`config.mk`:
```
export PLATFORM = sky130hd
export DESIGN_NAME = quadrature_decoder
export DESIGN_NICKNAME = d
export VERILOG_FILES = /design/src/rtl/quadrature_pkg.sv /design/src/rtl/quadrature_channel.sv /design/src/rtl/quadrature_decoder.sv
export SDC_FILE = /design/constraint.sdc
export NUM_CORES = 1
export LEC_CHECK = 0
export BUFFER_PORTS_ARGS = -buffer_cell sky130_fd_sc_hd__buf_2
export CAP_MARGIN = 20
export CORE_UTILIZATION = 55
export CTS_CLUSTER_DIAMETER = 200
export DETAILED_ROUTE_END_ITERATION = 6
export GPL_ROUTABILITY_DRIVEN = 0
export MAX_ROUTING_LAYER = met4
export PLACE_DENSITY = 0.75
export SKIP_CTS_REPAIR_TIMING = 1
export SYNTH_ARGS = -nofsm -noshare
export SYNTH_HDL_FRONTEND = slang
export SYNTH_HIERARCHICAL = 1
export SYNTH_SLANG_ARGS = --single-unit
```
`constraint.sdc`:
```
create_clock -name clk -period 9.15 [get_ports clk]
set_clock_uncertainty 0.05 [all_clocks]
set_input_delay 1.3725 -clock clk [delete_from_list [all_inputs] [get_ports clk]]
set_output_delay 1.3725 -clock clk [all_outputs]
set_load 0.01 [all_outputs]
```
`src/rtl/quadrature_pkg.sv`:
```
// Shared quadrature encodings and the transition classifier used by every channel.
package quadrature_pkg;

    localparam logic [1:0] QD_DETENT = 2'b11;

    // Successor of each state, indexed by state: {succ(11), succ(10), succ(01), succ(00)}
    localparam logic [7:0] QD_CW_NEXT  = {2'b01, 2'b11, 2'b00, 2'b10};
    localparam logic [7:0] QD_CCW_NEXT = {2'b10, 2'b00, 2'b11, 2'b01};

    localparam int unsigned QD_SUB_W = 4;

    typedef enum logic [1:0] {
        QD_NONE,
        QD_CW,
        QD_CCW,
        QD_ILLEGAL
    } qd_step_e;

    function automatic qd_step_e qd_step(input logic [1:0] prev, input logic [1:0] next);
        qd_step_e s;
        if (prev == next)
            s = QD_NONE;
        else if (next == QD_CW_NEXT[{prev, 1'b0} +: 2])
            s = QD_CW;
        else if (next == QD_CCW_NEXT[{prev, 1'b0} +: 2])
            s = QD_CCW;
        else
            s = QD_ILLEGAL;
        return s;
    endfunction

endpackage

```
`src/rtl/quadrature_channel.sv`:
```
// One encoder channel: synchroniser, glitch filter, direction decode,
// sub-step accumulation, position counter and sticky illegal-transition flag.
module quadrature_channel
    import quadrature_pkg::*;
#(
    parameter int COUNT_WIDTH      = 16,
    parameter int FILTER_DEPTH     = 4,
    parameter int STEPS_PER_DETENT = 4,
    parameter int WRAP             = 1
) (
    input  logic                   clk,
    input  logic                   rst,
    input  logic                   a,
    input  logic                   b,
    input  logic                   clear,
    output logic                   cw,
    output logic                   ccw,
    output logic [COUNT_WIDTH-1:0] position,
    output logic                   err
);

    localparam int unsigned FCNT_W = $clog2(FILTER_DEPTH + 1);
    localparam logic signed [QD_SUB_W-1:0] STEP_LIM = QD_SUB_W'(STEPS_PER_DETENT);
    localparam logic signed [QD_SUB_W-1:0] NEG_LIM  = -STEP_LIM;
    localparam logic signed [COUNT_WIDTH-1:0] POS_MAX = {1'b0, {(COUNT_WIDTH-1){1'b1}}};
    localparam logic signed [COUNT_WIDTH-1:0] POS_MIN = {1'b1, {(COUNT_WIDTH-1){1'b0}}};

    logic [1:0]                    r_sync1, r_sync2, r_cand, r_filt, r_filt_d;
    logic [FCNT_W-1:0]             r_fcnt;
    logic [FCNT_W-1:0]             w_fcnt_inc;
    logic signed [QD_SUB_W-1:0]    r_sub, w_sub_sum, w_sub_next;
    logic signed [COUNT_WIDTH-1:0] r_pos, w_pos_next;
    logic                          r_cw, r_ccw, r_err;
    logic                          w_cw, w_ccw, w_err_set;
    qd_step_e                      w_step;

    assign w_fcnt_inc = r_fcnt + 1'b1;

    always_ff @(posedge clk) begin
        if (rst) begin
            r_sync1  <= QD_DETENT;
            r_sync2  <= QD_DETENT;
            r_cand   <= QD_DETENT;
            r_filt   <= QD_DETENT;
            r_filt_d <= QD_DETENT;
            r_fcnt   <= '0;
        end else begin
            r_sync1  <= {a, b};
            r_sync2  <= r_sync1;
            r_filt_d <= r_filt;
            if (r_sync2 == r_filt) begin
                r_cand <= r_sync2;
                r_fcnt <= '0;
            end else if (r_sync2 != r_cand) begin
                // A new candidate counts as its own first sample
                r_cand <= r_sync2;
                r_fcnt <= FCNT_W'(1);
                if (FILTER_DEPTH == 1)
                    r_filt <= r_sync2;
            end else if (w_fcnt_inc >= FCNT_W'(FILTER_DEPTH)) begin
                r_filt <= r_sync2;
                r_fcnt <= '0;
            end else begin
                r_fcnt <= w_fcnt_inc;
            end
        end
    end

    always_comb begin
        w_step     = qd_step(r_filt_d, r_filt);
        w_cw       = 1'b0;
        w_ccw      = 1'b0;
        w_err_set  = 1'b0;
        w_sub_sum  = r_sub;
        w_sub_next = r_sub;
        case (w_step)
            QD_CW:   w_sub_sum = r_sub + QD_SUB_W'(1);
            QD_CCW:  w_sub_sum = r_sub - QD_SUB_W'(1);
            default: w_sub_sum = r_sub;
        endcase
        if (w_step == QD_ILLEGAL) begin
            w_err_set  = 1'b1;
            w_sub_next = '0;
        end else if (w_step != QD_NONE) begin
            if (w_sub_sum == STEP_LIM) begin
                w_cw       = 1'b1;
                w_sub_next = '0;
            end else if (w_sub_sum == NEG_LIM) begin
                w_ccw      = 1'b1;
                w_sub_next = '0;
            end else begin
                w_sub_next = w_sub_sum;
            end
            // Partial turns that return to the detent never carry over
            if (r_filt == QD_DETENT)
                w_sub_next = '0;
        end
    end

    always_comb begin
        w_pos_next = r_pos;
        if (w_cw && (WRAP != 0 || r_pos != POS_MAX))
            w_pos_next = r_pos + 1'b1;
        else if (w_ccw && (WRAP != 0 || r_pos != POS_MIN))
            w_pos_next = r_pos - 1'b1;
    end

    always_ff @(posedge clk) begin
        if (rst) begin
            r_cw  <= 1'b0;
            r_ccw <= 1'b0;
            r_err <= 1'b0;
            r_sub <= '0;
            r_pos <= '0;
        end else begin
            r_cw  <= w_cw;
            r_ccw <= w_ccw;
            if (clear) begin
                r_err <= 1'b0;
                r_sub <= '0;
                r_pos <= '0;
            end else begin
                r_err <= r_err | w_err_set;
                r_sub <= w_sub_next;
                r_pos <= w_pos_next;
            end
        end
    end

    assign cw       = r_cw;
    assign ccw      = r_ccw;
    assign err      = r_err;
    assign position = r_pos;

endmodule

```
`src/rtl/quadrature_decoder.sv`:
```
// Multi-channel quadrature encoder front end; each channel is fully independent.
module quadrature_decoder
    import quadrature_pkg::*;
#(
    parameter int CHANNELS         = 1,
    parameter int COUNT_WIDTH      = 16,
    parameter int FILTER_DEPTH     = 4,
    parameter int STEPS_PER_DETENT = 4,
    parameter int WRAP             = 1
) (
    input  logic                            clk,
    input  logic                            rst,
    input  logic [CHANNELS-1:0]             a,
    input  logic [CHANNELS-1:0]             b,
    input  logic [CHANNELS-1:0]             clear,
    output logic [CHANNELS-1:0]             cw,
    output logic [CHANNELS-1:0]             ccw,
    output logic [CHANNELS*COUNT_WIDTH-1:0] position,
    output logic [CHANNELS-1:0]             err
);

    for (genvar gi = 0; gi < CHANNELS; gi++) begin : g_ch
        quadrature_channel #(
            .COUNT_WIDTH      (COUNT_WIDTH),
            .FILTER_DEPTH     (FILTER_DEPTH),
            .STEPS_PER_DETENT (STEPS_PER_DETENT),
            .WRAP             (WRAP)
        ) u_ch (
            .clk      (clk),
            .rst      (rst),
            .a        (a[gi]),
            .b        (b[gi]),
            .clear    (clear[gi]),
            .cw       (cw[gi]),
            .ccw      (ccw[gi]),
            .position (position[gi*COUNT_WIDTH +: COUNT_WIDTH]),
            .err      (err[gi])
        );
    end

endmodule

```
# [After elaboration in Yosys (flattened, before gate mapping)]
# Index checks and enable logic that the tools add are counted.
[word_totals] reg_bits=36 latch_bits=0 ram_bits=0 romBits=0 in_bits=5 output_inout_bits=19 wordCells=63 mem_count=0
[classes] add_sub_neg=5 multipliers=0 n_div=0 n_lt_le_gt_ge=1 n_eq_ne=11 shifts=2 n_mux=21 bitwise=3 n_reduce_logical=8
[op_table] op="$mux W16" n=2
[op_table] op="$add A16 B1 Y16 const B" n=1
[op_table] op="$shiftx A8 B4 Y2 const A" n=2
[op_table] op="$sub A16 B1 Y16 const B" n=1
[op_table] op="$mux W4" n=3
[op_table] op="$mux W1" n=11
[op_table] op="$eq A2 B2 Y1" n=4
[op_table] op="$mux W2" n=4
[op_table] op="$pmux W4 S2" n=1
[op_table] op="$eq A2 B2 Y1 const B" n=3
[op_table] op="$reduce_bool A2 Y1" n=3
[op_table] op="$add A4 B2 Y4 const B" n=1
[op_table] op="$eq A4 B3 Y1 const B" n=1
[op_table] op="$eq A4 B4 Y1 const B" n=1
[op_table] op="$reduce_or A2 Y1" n=2
[op_table] op="$reduce_or A4 Y1" n=1
[op_table] op="$sub A4 B2 Y4 const B" n=1
[op_table] op="$add A3 B1 Y3 const B" n=1
[op_table] op="$ge A3 B3 Y1 const B" n=1
[op_table] op="$reduce_and A3 Y1" n=1
[op_table] op="$reduce_or A3 Y1" n=1
[op_table] op="$eq A2 B1 Y1 const B" n=1
[op_table] op="$ne A2 B2 Y1" n=1
[op_table] op="$not A1 Y1" n=2
[op_table] op="$or A1 B1 Y1" n=1

# [Depth between registers and ports, before layout]
[logic_depth] ltp_word=14 depth_mapped=23 mapped_depth_nobuf=22

# [Worst setup path before layout]
# Ideal clock, no wire load.
[synth_path] path_kind="flip-flop to flip-flop" startpoint="register g_ch[0].u_ch.r_filt[0]" endpoint="register g_ch[0].u_ch.r_pos[15]" arrival_ps=4849 path_slack_ps=4180 path_stages_with_launch=22 period_less_slack_ps=4970 cell_sequence="dfxtp_1 > clkbuf_1 > o21ai_0 > o21ai_0 > ha_1 > xor2_1 > ha_1 > a21oi_1 > xnor2_1 > nand2_1 > xor2_1 > nor4_2 > nand2_1 > ha_1 > clkbuf_1 > a2111oi_0 > o21ai_0 > nand3_1 > a21oi_1 > xor2_1 > or3_1 > a21oi_1"
[synth_between] elab_chain_len=12 elab_cells_between_ends=22
[synth_lines] item="start, declared" line_no="quadrature_channel.sv:28" rtl="logic [1:0] r_sync1, r_sync2, r_cand, r_filt, r_filt_d;"
[synth_lines] item="start signal, assigned" line_no="quadrature_channel.sv:59" rtl="r_filt <= r_sync2;"
[synth_lines] item="start signal, assigned" line_no="quadrature_channel.sv:61" rtl="r_filt <= r_sync2;"
[synth_lines] item="$eq A2 B2 Y1" line_no="quadrature_pkg.sv:25" rtl="else if (next == QD_CCW_NEXT[{prev, 1'b0} +: 2])"
[synth_lines] item="$mux W1" line_no="quadrature_pkg.sv:25"
[synth_lines] item="$mux W2" line_no="quadrature_pkg.sv:23" rtl="else if (next == QD_CW_NEXT[{prev, 1'b0} +: 2])"
[synth_lines] item="$mux W2 (*)" line_no="quadrature_pkg.sv:21" rtl="if (prev == next)"
[synth_lines] item="$eq A2 B2 Y1 / $eq A2 B1 Y1 (equally long branches)" line_no="quadrature_channel.sv:76" rtl="case (w_step)"
[synth_lines] item="$pmux W4 S2" line_no="quadrature_channel.sv:76"
[synth_lines] item="$eq A4 B3 Y1" line_no="quadrature_channel.sv:88" rtl="end else if (w_sub_sum == NEG_LIM) begin"
[synth_lines] item="$mux W1" line_no="quadrature_channel.sv:88"
[synth_lines] item="$mux W1" line_no="quadrature_channel.sv:85" rtl="if (w_sub_sum == STEP_LIM) begin"
[synth_lines] item="$mux W1" line_no="quadrature_channel.sv:84" rtl="end else if (w_step != QD_NONE) begin"
[synth_lines] item="$mux W1" line_no="quadrature_channel.sv:81" rtl="if (w_step == QD_ILLEGAL) begin"
[synth_lines] item="$reduce_bool A2 Y1 (no source line)"
[synth_lines] item="end signal, assigned" line_no="quadrature_channel.sv:125" rtl="r_pos <= w_pos_next;"
[synth_lines] item="end, declared" line_no="quadrature_channel.sv:32" rtl="logic signed [COUNT_WIDTH-1:0] r_pos, w_pos_next;"
# Every way passes the cells marked *; elsewhere a longest branch is shown, timed or not.
# A chain may end at the register's enable or synchronous reset.

# [Worst setup path in the final report]
# Same ends and word-level chain as after synthesis.

==> results.md <==
- P_leak: 1.08 nW
- Cell Chain, Critical Path: o21ai_0 -> o21ai_0 -> ha_1 -> xor2_1 -> ha_1 -> a21oi_1 -> xnor2_1 -> nand2_1 -> xor2_1 -> nor4_2 -> buf_4 -> nand2_1 -> ha_1 -> a2111oi_0 -> o21ai_0 -> nand3_1 -> a21oi_1 -> xor2_1 -> or3_1 -> a21oi_1
- Per-cell routed wire length: around 13 µm
- Layer carrying the most global-route usage: met2
- Initial antenna violation count: 0
- DRT iter0 DRCs: 71
- Slack of the worst reg-to-reg path: 3.91 ns
- Clk Latency, worst-skew pair: 0.29 ns
- CP Buf/Inv Count: 1
- Worst r2r dst: g_ch[0].u_ch/position[15]$_SDFFE_PP0P_
- Fraction of layout cells with a size suffix above 1: roughly 15%
- Maxcap violations: 0
- CTS tree: yes
- Top FF cell, synth: dfxtp_1
- Mean Syn Cell Area: 8.07 µm²
- Critical Path Fanout Max: 18
- IO Count: 24
- Synth cell types: 42
- Arr. time, crit path: ~5.4 ns
- Die Y-Extent: 65.3 µm
- Tcrit/Tclk final: 57.3%
- Cell Rows: 22
- Final hold vios: 0
- Cell area after layout: 0.00243 mm²
- Worst setup EP type: flip-flop
- Layout area overhead: 10.5%
- Num Clock Sinks: 36
- FF-to-FF path depth: 20
- Delay-heaviest family, CP: compound AO/OA/AOI/OAI gates
- Die Span X: 65.3 µm
- GR Util met3: 5.56%
- Fin Setup TNS: 0 ns
- Final-report max-slew violation count: 0
- CP Capture Point: g_ch[0].u_ch/position[15]$_SDFFE_PP0P_
- Worst-Margin Slew: about 0.58 ns
- Congestion Overflow GR: 0
- Synthesized flop and latch total: 36
- Status: complete, no violations
- Drt first pass iters: 4
- Vias/cell: 5.54
- Footprint of the multi-input gates: 0.00141 mm²
- Dpl cell area: between 0.002 and 0.0025 mm²
- Antenna diodes: 0
- RR Startpoint: g_ch[0].u_ch/r_filt[0]$_SDFFE_PP1P_
- Clock transition at path regs: about 0.070 ns
- Max Clock Freq: approximately 190 MHz
- Placeable Area: around 0.0037 mm²
- # setup viols final: 0
- # nets final: 320
- CP Launch Type: flip-flop
- DIE AREA: 0.00426 mm²
- Clock Tree Buf Depth: 2
- Largest net degree at the start of global routing: 21
- Filler instances: 350
- DP HPWL: 3170 µm
- Starting Density: 58.8%
- Register area share after synthesis: about a third
- RSZ-0062 raised after global routing: no
- DRC: 0
- Critical path class: flip-flop to flip-flop
- IO buf count: 23
- WP data required: 9.32 ns
- CP peak stage delay: 0.54 ns
- Worst Setup SP: g_ch[0].u_ch/r_filt[0]$_SDFFE_PP1P_
- Ys Warns: 6
- Hold Crit Class: flip-flop to flip-flop
- Vias: 1,901
- Root Driver: clkbuf_8
- Mapped Cells: 273
- Max_slew headroom: roughly three fifths
- GR Util All Layers: 24.5%
- H-tree depth: 2
- Peak supply drop: slightly below 0.00009 V
- Post-synth ARST share: 0%
- M2 GR Usage: roughly two fifths
- Final Critical Period: around 5.2 ns
- Post-Syn Area: 0.00220 mm²
- Critical path depth: 20
- Met1 Use GR: roughly 28%
- Pwr Density: 151 mW/mm²
- Vias in the first global route: 1,852
- Global-route wire length before repair: 8010 µm
- Final ANT Viol Nets: 0
- Total detailed-routing wirelength: 4530 µm
- Post-synth EDFFs: 0
- FF/Latch Area: just over 700 µm²
- TritonCTS Buffers: 5
- Worst path slowest cell: ha_1
- Mapped Nets: between 200 and 300
==> registers in the layout, indices dropped and copies added (netlist names) <==
register and cells:
g_ch.u_ch/r_fcnt 3, g_ch.u_ch/cw 1, g_ch.u_ch/r_sync1 2, g_ch.u_ch/position 16, g_ch.u_ch/r_filt 2, g_ch.u_ch/r_cand 2
g_ch.u_ch/err 1, g_ch.u_ch/ccw 1, g_ch.u_ch/r_sub 4, g_ch.u_ch/r_filt_d 2, g_ch.u_ch/r_sync2 2
==> stage by stage <==
stage	power, mW	std cells	hold WS (ns)	worst slack (ns)	utilization [%]
after floorplan	0.240	273	0.339	4.18	-
after global placement	0.255	335	0.353	4.18	62.6
after detailed placement	0.256	335	0.354	3.96	62.6
after CTS	0.371	343	0.376	3.91	65.0
after global routing	0.391	343	0.389	3.44	65.0
final	0.367	343	0.372	3.91	65.0
==> cell usage after synthesis (7+ instances only) <==
library cell,n,area share [%]
dfxtp_1,36,33
nand2_1,36,6.1
a21oi_1,31,7.0
ha_1,20,11
nor2_1,18,3.1
xnor2_1,16,6.4
o21ai_0,14,3.2
nor3_1,11,2.5
inv_1,9,1.5
or2_2,9,2.6
clkbuf_1,8,1.4
nand3_1,7,1.6
==> routing by layer <==
layer | vias to the layer above | share of wire (%)
li1 | 995 | -
met1 | 870 | 46
met2 | 30 | 51
met3 | 6 | 2.7
met4 | 0 | 0.93
met5 | - | 0
==> kinds of logic (layout without fill, tap and decap cells) <==
logic type | count (synthesis) | in the layout | synth area share (%)
XOR/XNOR | 22 | 22 | 8.75
AND/OR/NAND/NOR | 99 | 99 | 21.7
flip-flops | 36 | 36 | 32.7
AO/OA/AOI/OAI | 74 | 74 | 20.6
buffers and inverters | 19 | 41 | 3.35
other | 1 | 1 | 0.170
multiplexers | 1 | 1 | 0.455
adder cells (fa/ha/maj) | 21 | 21 | 12.3
==> cell usage in the layout (no fill, tap or decap), types with 2 or more instances in the layout <==
master / count
a21oi_1: 31
or2_2: 9
a211o_1: 4
nand2b_1: 2
a31oi_1: 2
nand2_1: 36
inv_1: 9
o211ai_1: 5
clkbuf_8: 5
clkinv_2: 2
xor2_1: 6
buf_2: 23
xnor2_1: 16
dfxtp_1: 36
o21ai_0: 14
nor2_1: 18
and3b_1: 2
a21o_1: 6
nand3_1: 7
a211oi_1: 3
o21a_1: 2
ha_1: 20
and2_1: 2
nor3_1: 11
nor2b_1: 4
a31o_2: 2
==> worst min-delay path by stage <==
stage,start,end,slack (ns),cells past startpoint
final,g_ch[0].u_ch/r_sync1[0]$_SDFF_PP1_,g_ch[0].u_ch/r_sync2[0]$_SDFF_PP1_,0.37,1
after global routing,g_ch[0].u_ch/r_sync1[0]$_SDFF_PP1_,g_ch[0].u_ch/r_sync2[0]$_SDFF_PP1_,0.39,1
after floorplan,g_ch[0].u_ch/r_sync1[0]$_SDFF_PP1_,g_ch[0].u_ch/r_sync2[0]$_SDFF_PP1_,0.34,1
after CTS,g_ch[0].u_ch/r_sync1[0]$_SDFF_PP1_,g_ch[0].u_ch/r_sync2[0]$_SDFF_PP1_,0.38,1
after detailed placement,g_ch[0].u_ch/r_sync1[0]$_SDFF_PP1_,g_ch[0].u_ch/r_sync2[0]$_SDFF_PP1_,0.35,1
after global placement,g_ch[0].u_ch/r_sync1[0]$_SDFF_PP1_,g_ch[0].u_ch/r_sync2[0]$_SDFF_PP1_,0.35,1
==> power by group <==
part | internal (mW) | switching (mW) | total (mW)
clock network | 0.0531 | 0.0597 | 0.113
logic | 0.0368 | 0.0517 | 0.0885
registers | 0.161 | 0.00449 | 0.166
total | 0.251 | 0.116 | 0.367
==> worst reg2reg max path: stages (launching register included) <==
cell and delay [ns]:
dfxtp_1 0.49, o21ai_0 0.13, o21ai_0 0.38, ha_1 0.37
xor2_1 0.10, ha_1 0.18, a21oi_1 0.16, xnor2_1 0.15
nand2_1 0.12, xor2_1 0.19, nor4_2 0.24, buf_4 0.27
nand2_1 0.40, ha_1 0.54, a2111oi_0 0.39, o21ai_0 0.21
nand3_1 0.11, a21oi_1 0.07, xor2_1 0.15, or3_1 0.32
a21oi_1 0.15
==> cell type report <==
class / count / share of cell area, %
clock inverters: 3 / 0.772
well taps: 48 / 2.47
multi-input cells: 218 / 57.9
flip-flops and latches: 36 / 29.6
clock buffers: 5 / 2.83
repair buffers: 24 / 5.04
inverters: 9 / 1.39
(Power assumes the default switching activity.)
